**src/rtl/drive_state_ctrl.sv**
```systemverilog
// drive_state_ctrl
//   Vehicle drive-state controller: power-up hold, start/stall sequencing,
//   gear-fault detection, registered motion/turn commands and a mileage
//   odometer that counts MOVING time in MILE_TICK_CYCLES units.
// Ports
//   clk, rst_n              : clock, synchronous active-low reset
//   power_on, power_off     : debounced power buttons (level)
//   throttle, clutch, brake : driver controls (level)
//   reverse                 : 1 selects reverse gear
//   left, right             : turn switches (level)
//   state                   : 0=OFF 1=NOT_STARTING 2=STARTING 3=MOVING
//   move_fwd, move_back     : motion commands (never both high)
//   turn_left, turn_right   : turn commands
//   mileage                 : distance units since last power-up (wraps)
module drive_state_ctrl #(
  parameter int unsigned PWR_HOLD_CYCLES  = 100000000,
  parameter int unsigned MILE_TICK_CYCLES = 100000000
) (
  input  logic        clk,
  input  logic        rst_n,
  input  logic        power_on,
  input  logic        power_off,
  input  logic        throttle,
  input  logic        clutch,
  input  logic        brake,
  input  logic        reverse,
  input  logic        left,
  input  logic        right,
  output logic [1:0]  state,
  output logic        move_fwd,
  output logic        move_back,
  output logic        turn_left,
  output logic        turn_right,
  output logic [23:0] mileage
);

  localparam logic [1:0] S_OFF  = 2'd0;
  localparam logic [1:0] S_NST  = 2'd1;
  localparam logic [1:0] S_STRT = 2'd2;
  localparam logic [1:0] S_MOV  = 2'd3;

  localparam int HW = (PWR_HOLD_CYCLES  > 1) ? $clog2(PWR_HOLD_CYCLES)  : 1;
  localparam int TW = (MILE_TICK_CYCLES > 1) ? $clog2(MILE_TICK_CYCLES) : 1;
  localparam logic [HW-1:0] HOLD_LAST = HW'(PWR_HOLD_CYCLES - 1);
  localparam logic [TW-1:0] TICK_LAST = TW'(MILE_TICK_CYCLES - 1);

  logic [1:0]    state_q, state_d;
  logic [HW-1:0] hold_q, hold_d;
  logic [TW-1:0] tick_q, tick_d;
  logic [23:0]   mile_q, mile_d;
  logic          rev_q;
  logic          fwd_q, back_q, tl_q, tr_q;
  logic          gear_flt;
  logic          drive_d;

  // Changing gear without the clutch only matters while the engine is
  // coupled (STARTING/MOVING); the state case below applies it there.
  assign gear_flt = (reverse != rev_q) & ~clutch;

  always_comb begin
    state_d = state_q;
    hold_d  = hold_q;
    tick_d  = tick_q;
    mile_d  = mile_q;

    if (power_off) begin
      state_d = S_OFF;
    end else begin
      unique case (state_q)
        S_OFF: begin
          if (power_on) begin
            if (hold_q == HOLD_LAST) state_d = S_NST;
            else                     hold_d  = hold_q + HW'(1);
          end else begin
            hold_d = '0;
          end
        end
        S_NST: begin
          if (throttle & ~clutch)               state_d = S_OFF;   // stall
          else if (throttle & clutch & ~brake)  state_d = S_STRT;
        end
        S_STRT: begin
          if (gear_flt)                         state_d = S_OFF;
          else if (brake)                       state_d = S_NST;
          else if (throttle & ~clutch)          state_d = S_MOV;
        end
        S_MOV: begin
          if (gear_flt)                         state_d = S_OFF;
          else if (brake)                       state_d = S_NST;
          else if (~throttle | clutch)          state_d = S_STRT;
        end
        default:                                state_d = S_OFF;
      endcase
    end

    // Odometer: every cycle spent in MOVING advances the tick counter.
    if (state_q == S_MOV) begin
      if (tick_q == TICK_LAST) begin
        tick_d = '0;
        mile_d = mile_q + 24'd1;
      end else begin
        tick_d = tick_q + TW'(1);
      end
    end

    // Hold counter only lives inside OFF; leaving OFF or pressing
    // power_off restarts the power-up qualification.
    if ((state_d != S_OFF) || power_off) hold_d = '0;

    if (state_d == S_OFF) begin
      tick_d = '0;
      mile_d = '0;
    end
  end

  assign drive_d = (state_d == S_STRT) || (state_d == S_MOV);

  always_ff @(posedge clk) begin
    if (!rst_n) begin
      state_q <= S_OFF;
      hold_q  <= '0;
      tick_q  <= '0;
      mile_q  <= '0;
      rev_q   <= 1'b0;
      fwd_q   <= 1'b0;
      back_q  <= 1'b0;
      tl_q    <= 1'b0;
      tr_q    <= 1'b0;
    end else begin
      state_q <= state_d;
      hold_q  <= hold_d;
      tick_q  <= tick_d;
      mile_q  <= mile_d;
      rev_q   <= reverse;
      fwd_q   <= (state_d == S_MOV) & ~reverse;
      back_q  <= (state_d == S_MOV) &  reverse;
      tl_q    <= drive_d & left  & ~right;
      tr_q    <= drive_d & right & ~left;
    end
  end

  assign state      = state_q;
  assign move_fwd   = fwd_q;
  assign move_back  = back_q;
  assign turn_left  = tl_q;
  assign turn_right = tr_q;
  assign mileage    = mile_q;

endmodule

```
**config.mk**
```make
export PLATFORM = sky130hd
export DESIGN_NAME = drive_state_ctrl
export DESIGN_NICKNAME = d
export VERILOG_FILES = /design/src/rtl/drive_state_ctrl.sv
export SDC_FILE = /design/constraint.sdc
export NUM_CORES = 1
export LEC_CHECK = 0
export ABC_AREA = 1
export CAP_MARGIN = 10
export CORE_ASPECT_RATIO = 2
export CORE_UTILIZATION = 35
export DETAILED_ROUTE_END_ITERATION = 10
export GPL_ROUTABILITY_DRIVEN = 0
export PLACE_DENSITY_LB_ADDON = 0.1
export SLEW_MARGIN = 20
export SYNTH_ARGS = -nofsm -noshare
export SYNTH_HDL_FRONTEND = slang
export SYNTH_SLANG_ARGS = --single-unit
```
**constraint.sdc**
```tcl
create_clock -name clk -period 3.3 [get_ports clk]
set_clock_uncertainty 0.1 [all_clocks]
set_input_delay 0.825 -clock clk [delete_from_list [all_inputs] [get_ports clk]]
set_output_delay 0.825 -clock clk [all_outputs]
set_load 0.01 [all_outputs]
```
### Word level (Yosys, flattened, before mapping)

Index checks and enable logic that the tools add are counted.

| word-level totals | value |
|---|---|
| output and inout bits | 30 |
| logic and storage cells | 64 |
| input bits | 10 |
| bits in registers | 85 |

| cells by class | value |
|---|---|
| $add $sub $neg | 3 |
| bitwise logic cells | 19 |
| muxes and demuxes | 15 |
| reductions and logical operators | 9 |
| equality and inequality tests | 9 |

Operator list:

| cell | count |
|---|---|
| 27-bit 2-to-1 mux | 3 |
| 27-bit by 1-bit adder with 27-bit output (second input constant) | 2 |
| 27-bit equality test (second input constant) | 2 |
| 24-bit by 1-bit adder with 24-bit output (second input constant) | 1 |
| 2-bit 2-to-1 mux | 11 |
| 1-bit AND | 10 |
| 2-bit equality test (second input constant) | 4 |
| 1-bit NOT | 8 |
| 2-bit case mux with 4 select lines | 1 |
| 2-bit logical NOT | 2 |
| 2-bit OR reduction | 2 |
| 3-bit AND reduction | 1 |
| 2-bit by 1-bit equality test with 1-bit output (second input constant) | 1 |
| 1-bit logical OR | 2 |
| 2-bit != test (second input constant) | 1 |
| 2-bit AND reduction | 1 |
| 2-bit nonzero test | 1 |
| 1-bit != test | 1 |
| 1-bit OR | 1 |

### Logic depth before layout (Yosys ltp)

Gate-level depths: netlist of the first run.

| logic depth | value |
|---|---|
| word-level depth | 11 |
| depth in mapped cells | 12 |
| depth with buffers taken out | 11 |

### Worst setup path before layout of the first run

No wires, ideal clock.

| timing | value |
|---|---|
| path type | input-to-reg |
| from | input power_on |
| to | register hold_q[19] |
| path buffers | 2 |
| path slack | 1.145 ns |
| setup time | 0.117 ns |
| arrival time | 1.938 ns |
| data required time | 3.083 ns |
| stages on the path | 9 |
| path through | buf_2 -> nand4_1 -> nor2_1 -> nand2_4 -> nand2_4 -> nand2_1 -> nand2_1 -> buf_2 -> nor2_1 |

| between the ends | value |
|---|---|
| cells in the longest elaborated chain, start to end | 6 |
| elaborated cells between the ends (all ways) | 9 |
| those cells by class | 1 x eq/ne; 4 x mux; 4 x reduce/logical |

RTL lines:

| what | RTL line | text |
|---|---|---|
| start: declaration | 21 | `input logic power_on,` |
| 2-bit 2-to-1 mux | 71 | `if (power_on) begin` |
| 2-bit case mux with 4 select lines | 69 | `unique case (state_q)` |
| 2-bit 2-to-1 mux | 66 | `if (power_off) begin` |
| 2-bit nonzero test | 108 | `if ((state_d != S_OFF) \|\| power_off) hold_d = '0;` |
| 1-bit logical OR | 108 |  |
| 2-bit OR reduction (no source line) | -- |  |
| end signal: assignment | 131 | `hold_q <= hold_d;` |
| end: declaration | 48 | `logic [HW-1:0] hold_q, hold_d;` |

Parallel ways exist; a longest one is shown, timed or not.
A chain may end at the register's enable or synchronous reset.

### Final worst setup path of the first run

| timing | value |
|---|---|
| from | input reverse |
| to | register mile_q[15] (netlist: mileage[15]) |

| between the ends | value |
|---|---|
| cells in the longest elaborated chain, start to end | 7 |
| elaborated cells between the ends (all ways) | 8 |
| those cells by class | 1 x eq/ne; 4 x mux; 1 x bitwise; 2 x reduce/logical |

RTL lines:

| what | RTL line | text |
|---|---|---|
| start: declaration | 26 | `input logic reverse,` |
| 1-bit != test * | 58 | `assign gear_flt = (reverse != rev_q) & ~clutch;` |
| 1-bit AND * | 58 |  |
| 2-bit 2-to-1 mux (on tied branches) | 88, 83 |  |
| 2-bit case mux with 4 select lines * | 69 |  |
| 2-bit 2-to-1 mux * | 66 |  |
| 2-bit logical NOT * | 110 | `if (state_d == S_OFF) begin` |
| 2-bit OR reduction (no source line) * | -- |  |
| end signal: assignment | 133 | `mile_q <= mile_d;` |
| end: declaration | 50 | `logic [23:0] mile_q, mile_d;` |

Every way passes the cells marked *; elsewhere a longest branch is shown, timed or not.

==> results of run 1 <==
[state kept, by name (all words and copies together), names as in the netlist]
| signal | flops |
|---|---|
| turn_right | 1 |
| mileage | 24 |
| turn_left | 1 |
| move_fwd | 1 |
| state | 2 |
| rev_q | 1 |
| hold_q | 27 |
| tick_q | 27 |
| move_back | 1 |
[logic make-up (layout without fill, tap and decap cells)]
family                     after synthesis  after routing  share of synthesized area, %
buffers and inverters                  144            186                          10.6
and+or+nand+nor                        654            654                          49.3
DFF                                     85             85                          29.9
xor gates and xnor gates                34             34                          5.24
adders and majority gates                3              3                         0.660
AOI/OAI and AO/OA                       45             45                          4.31
[layout make-up]
type | count | area (um2) | share of cell area, %
Timing Repair Buffer | 48 | 458 | 6.99
Clock buffer | 12 | 246 | 3.76
Sequential cell | 85 | 1700 | 26.0
Multi-Input combinational cell | 736 | 3380 | 51.6
Clock inverter | 3 | 46.3 | 0.706
Inverter | 123 | 465 | 7.10
Tap cell | 201 | 251 | 3.84
[through the flow]
stage | util, % | worst slack, ns | instance area, um2
CTS | 41.3 | 0.776 | 6550
finish | 41.3 | 0.804 | 6550
global placement | 39.5 | 0.442 | 6260
detailed placement | 39.5 | 0.413 | 6260
floorplan | - | 1.14 | 5690
global route | 41.3 | 0.603 | 6550
[power breakdown]
| part | total (mW) | internal [mW] | switching (mW) |
|---|---|---|---|
| clock | 1.02 | 0.605 | 0.418 |
| combinational | 0.0530 | 0.0189 | 0.0341 |
| sequential | 1.03 | 1.03 | 0.00143 |
| total | 2.11 | 1.65 | 0.454 |
[worst paths after layout]
check	start	end	slack [ns]	depth (start not counted)
hold reg to reg	hold_q[6]	hold_q[6]	0.42	2
hold / removal	hold_q[6]	hold_q[6]	0.42	2
setup / recovery	reverse	mileage[15]	0.80	10
setup reg to reg	tick_q[0]	tick_q[5]	0.88	10
[per-layer routing]
layer | wire (um) | up-vias
li1 | - | 3026
met1 | 5670 | 2595
met2 | 9940 | 93
met3 | 289 | 44
met4 | 982 | 0
met5 | 0 | -
[cells in the mapped netlist, drive strengths merged]
cell,instances
nand3b,4
a21oi,18
nor3,9
nand2,362
o21bai,5
a22oi,3
nor2,200
dfxtp,85
nand4,25
inv,120
nand3,53
xnor2,13
clkbuf,6
nor3b,1
clkinv,3
buf,15
o21ai,19
xor2,21
ha,3
[worst reg2reg max path, cell delays in order, from the launching register on]
cell and delay (ns):
dfxtp_1 0.40, ha_1 0.24, inv_1 0.11, nor2_4 0.16, nand2_2 0.12, nor3_2 0.20
nand2_1 0.51, nand3b_1 0.28, nand2_1 0.08, inv_1 0.07, nor2_2 0.04
==> out/qor.txt, run 1 <==
status - complete, no violations
IR drop worst, VDD - 248 uV
TritonCTS Sinks - 85
core area - 15900 um2
Fill cells - 1828
sequential-to-total area share from yosys stat - 29.9%
power per cell area - 321 nW/um2
Static Leakage - 2.45 nW
met2 GRT Util - 44.6%
most frequent CP cell - nand3_1
Critical path buffers and inverters - 3
DR vias/cell - 4.77
Detailed Route Iter0 Violations - 180
WL final - 16900 um
Rows - 65
share of the synthesized area in the top cell type - 29.9%
Worst EP arrival - 2.61 ns
root buf cell - clkbuf_16
latest clock arrival within the worst-skew pair - 0.35 ns
detailed placer's ending HPWL - 13200 um
vias in the first global route - 5577
post-layout minimum cycle time - 2.50 ns
Mapped Avg Cell Area - 5.89 um2
Final period util - 75.6%
post-CTS setup buffers - 0
dpl cells - 1193
Seq cells post-synth - 85
drt drc - 0
CTS Hold Buffers Added - 0
cell taking the most area after synthesis - dfxtp_1
crit path cell chain - clkdlybuf4s50_1 > inv_1 > nand2_1 > nand3_1 > nand3_1 > nand2_1 > nand3_1 > nand2_4 > inv_4 > nor2_1
cts bufs inserted - 9
Horiz. Die Dim - 92.1 um
most common cell after layout, fill and taps aside - nand2_1
CTS-repair resized insts - 0
Distinct cells, synth - 34
final net count - 1016
largest net degree at the start of global routing - 32
Reg clk slew, reported paths - 0.07 ns
io pins - 40
Cells after Synth - 965
per-cell routed wire length - 14.0 um
final hold vios - 0
area delta synth->final - 15.2%
Slew Viols, Final - 0
top fanout value on the critical path - 31
Post-Synthesis Net Count - 978
slowest cell delay on critical path - 0.52 ns
setup TNS - 0 ns
Worst setup SP type - input pin
die area - 16800 um2
crit end category - flip-flop
Peak Freq - 0.401 GHz
GRT Residual Overflow - 0
Slew @ Worst Pin - 0.758 ns
antenna violations before repair - 0
met3 usage - 2.25%
Syn Std Cell Area - 5690 um2
DRT antenna net count - 0
Pre-antenna DRT Iters - 4
total number of yosys warnings - 0
Final Total Pwr - 2.11 mW
CTS tree - yes
total track usage - 21.2%
quantity of I/O buffers inserted on ports - 39
DIE HEIGHT - 182 um
slowest CP cell - clkdlybuf4s50_1
global routing's busiest layer - met2
Max clock buf depth - 2
Final setup viols - 0
fraction of layout cells with a size suffix above 1 - 8.14%
met1 usage - 17.5%
Hold Crit Class - flip-flop to flip-flop
ant diodes - 0
slew margin rel. - 49.4%
Hold Slack - 0.418 ns
via count - 5758
dominant cells by area after synthesis - dfxtp_1 (30%), nand2_1 (23%), nor2_1 (11%)
family with the most delay on the worst path - buffers and inverters
most frequent cells in the layout - nand2_1 (356), nor2_1 (165), inv_1 (105)
global-route wire length before repair - 27200 um
Finished Layout Cells - 1208
Initial Utilization - 35.9%
crit path kind - input pin to flip-flop
RSZ-0062 raised after global routing - no
WP data required - 3.41 ns
maxcap violations - 0
H-tree depth - 3
No activity file was read; power rests on OpenSTA's default activity.
==> inputs of run 2 (changes only) <==
==> constraint.sdc (replaced) <==
create_clock -name clk -period 2.5 [get_ports clk]
set_clock_uncertainty 0.1 [all_clocks]
set_input_delay 0.625 -clock clk [delete_from_list [all_inputs] [get_ports clk]]
set_output_delay 0.625 -clock clk [all_outputs]
set_load 0.01 [all_outputs]
==> run 2 against run 1 <==
- sequential share of layout area is 0.65 points lower
- highest routed layer unchanged
- clock-buffer cell count down 1
- flip-flop and latch count is the same
- wire length up 2.4%
- sequential power grew 32%
- first-iteration DRC count increased by 23%
- critical path type unchanged
- non-clock buffer count up 17
- final cell count rose by 1.5%
- global-route usage rose by 0.42 points
==> out/qor.txt, run 2 (same netlist as run 1, synthesis figures left out) <==
status - complete, no violations
GRT Residual Overflow - 0 (unchanged)
Reg clk slew, reported paths - 0.06 ns (about the same)
slowest CP cell - clkdlybuf4s50_1
Hold Crit Class - flip-flop to flip-flop
ant diodes - 0 (unchanged)
power per cell area - 421 nW/um2 (+31%)
family with the most delay on the worst path - buffers and inverters
Slew @ Worst Pin - 0.632 ns (-0.125 ns)
per-cell routed wire length - 14.1 um (+0.92%)
CTS Hold Buffers Added - 0 (unchanged)
setup TNS - 0 ns (unchanged)
largest net degree at the start of global routing - 32 (unchanged)
Worst EP arrival - 2.29 ns (-0.32 ns)
post-layout minimum cycle time - 2.18 ns
CTS tree - yes
die area - 16800 um2 (unchanged)
via count - 5694 (-1.1%)
slowest cell delay on critical path - 0.47 ns (-0.05 ns)
most frequent cells in the layout - nand2_1 (356), nor2_1 (165), inv_1 (105)
drt drc - 0 (unchanged)
CTS-repair resized insts - 0 (unchanged)
crit path kind - input pin to flip-flop
Static Leakage - 2.55 nW (+4.3%)
vias in the first global route - 5632 (+0.99%)
WP data required - 2.61 ns (-0.80 ns)
Final period util - 87.0%
maxcap violations - 0 (unchanged)
Horiz. Die Dim - 92.1 um (unchanged)
dpl cells - 1210 (+1.4%)
area delta synth->final - 18.2%
Worst setup SP type - input pin
Rows - 65 (unchanged)
cts bufs inserted - 9 (unchanged)
slew margin rel. - 57.5% (+8.2 points)
antenna violations before repair - 0 (unchanged)
Slew Viols, Final - 0 (unchanged)
TritonCTS Sinks - 85 (unchanged)
final hold vios - 0 (unchanged)
Finished Layout Cells - 1226 (+1.5%)
IR drop worst, VDD - 322 uV (+30%)
Initial Utilization - 35.9% (unchanged)
Peak Freq - 0.460 GHz
DR vias/cell - 4.64 (-2.6%)
Final setup viols - 0 (unchanged)
final net count - 1033 (+1.7%)
root buf cell - clkbuf_16
Fill cells - 1793 (-1.9%)
register area - 1700 um2 (unchanged)
Multi-input gate area - 3380 um2 (unchanged)
DRT antenna net count - 0 (unchanged)
RSZ-0062 raised after global routing - no
most frequent CP cell - nor2_1
most common cell after layout, fill and taps aside - nand2_1
io pins - 40 (unchanged)
H-tree depth - 3 (unchanged)
Detailed Route Iter0 Violations - 222 (+23%)
crit end category - flip-flop
detailed placer's ending HPWL - 13600 um (+3.3%)
top fanout value on the critical path - 31 (unchanged)
total track usage - 21.6% (+0.42 points)
post-CTS setup buffers - 0 (unchanged)
DIE HEIGHT - 182 um (unchanged)
fraction of layout cells with a size suffix above 1 - 9.95% (+1.8 points)
quantity of I/O buffers inserted on ports - 39 (unchanged)
Max clock buf depth - 2 (unchanged)
global-route wire length before repair - 27700 um (+1.8%)
crit path cell chain - clkdlybuf4s50_1 > nand2_1 > nor2_1 > nor2_1 > nor2_1 > a21oi_1 > nand3_4 > nand2_4 > inv_4 > nor2_1
core area - 15900 um2 (unchanged)
WL final - 17300 um (+2.4%)
Pre-antenna DRT Iters - 5 (+1)
Critical path buffers and inverters - 2 (-1)
latest clock arrival within the worst-skew pair - 0.34 ns (about the same)
run 2: cell types whose count changed in the layout (fill, tap and decap cells not counted), sizes merged:
| cell | before | now |
|---|---|---|
| buf | 9 | 26 |
| clkbuf | 12 | 11 |
| clkinv | 4 | 5 |
| inv | 120 | 121 |
run 2: layer usage:
metal | routed length [um] | global-route usage, %
met1 | 5730 | 17.9
met2 | 10200 | 45.8
met3 | 278 | 2.17
met4 | 1050 | 13.9
met5 | 0 | 0
run 2: layout make-up:
cell class | instances | area share [%]
clock buffers | 11 | 3.76
clock inverters | 5 | 0.838
inverters | 123 | 6.92
multi-input cells | 736 | 50.3
flip-flops and latches | 85 | 25.3
well taps | 201 | 3.74
repair buffers | 65 | 9.08
run 2: report_power, final:
part / total [mW] / switching, mW / internal (mW)
combinational: 0.0778 / 0.0471 / 0.0306
sequential: 1.36 / 0.00131 / 1.36
clock: 1.40 / 0.566 / 0.829
run 2: worst min-delay path, cell delays in order (launching register included):
cell and delay [ns]:
dfxtp_1 0.34, nand2_1 0.07, a21oi_1 0.05
run 2: worst paths after layout:
| check | from | to | slack (ns) | depth (start not counted) |
|---|---|---|---|---|
| worst max-delay path | throttle | mileage[15] | 0.32 | 10 |
| worst min-delay path | hold_q[6] | hold_q[6] | 0.42 | 2 |
| worst max register to register | tick_q[1] | mileage[3] | 0.37 | 11 |
| worst min register to register | hold_q[6] | hold_q[6] | 0.42 | 2 |
run 2: through the flow:
| step | hold slack, ns | instance area [um2] | utilization (%) | worst slack (ns) | total power [mW] |
|---|---|---|---|---|---|
| floorplan | 0.380 | 5690 | - | 0.545 | 1.43 |
| global placement | 0.400 | 6410 | 40.4 | -0.0406 | 1.47 |
| detailed placement | 0.406 | 6410 | 40.4 | -0.0574 | 1.47 |
| CTS | 0.418 | 6720 | 42.4 | 0.311 | 2.89 |
| global route | 0.436 | 6720 | 42.4 | 0.122 | 2.94 |
| finish | 0.416 | 6720 | 42.4 | 0.325 | 2.83 |
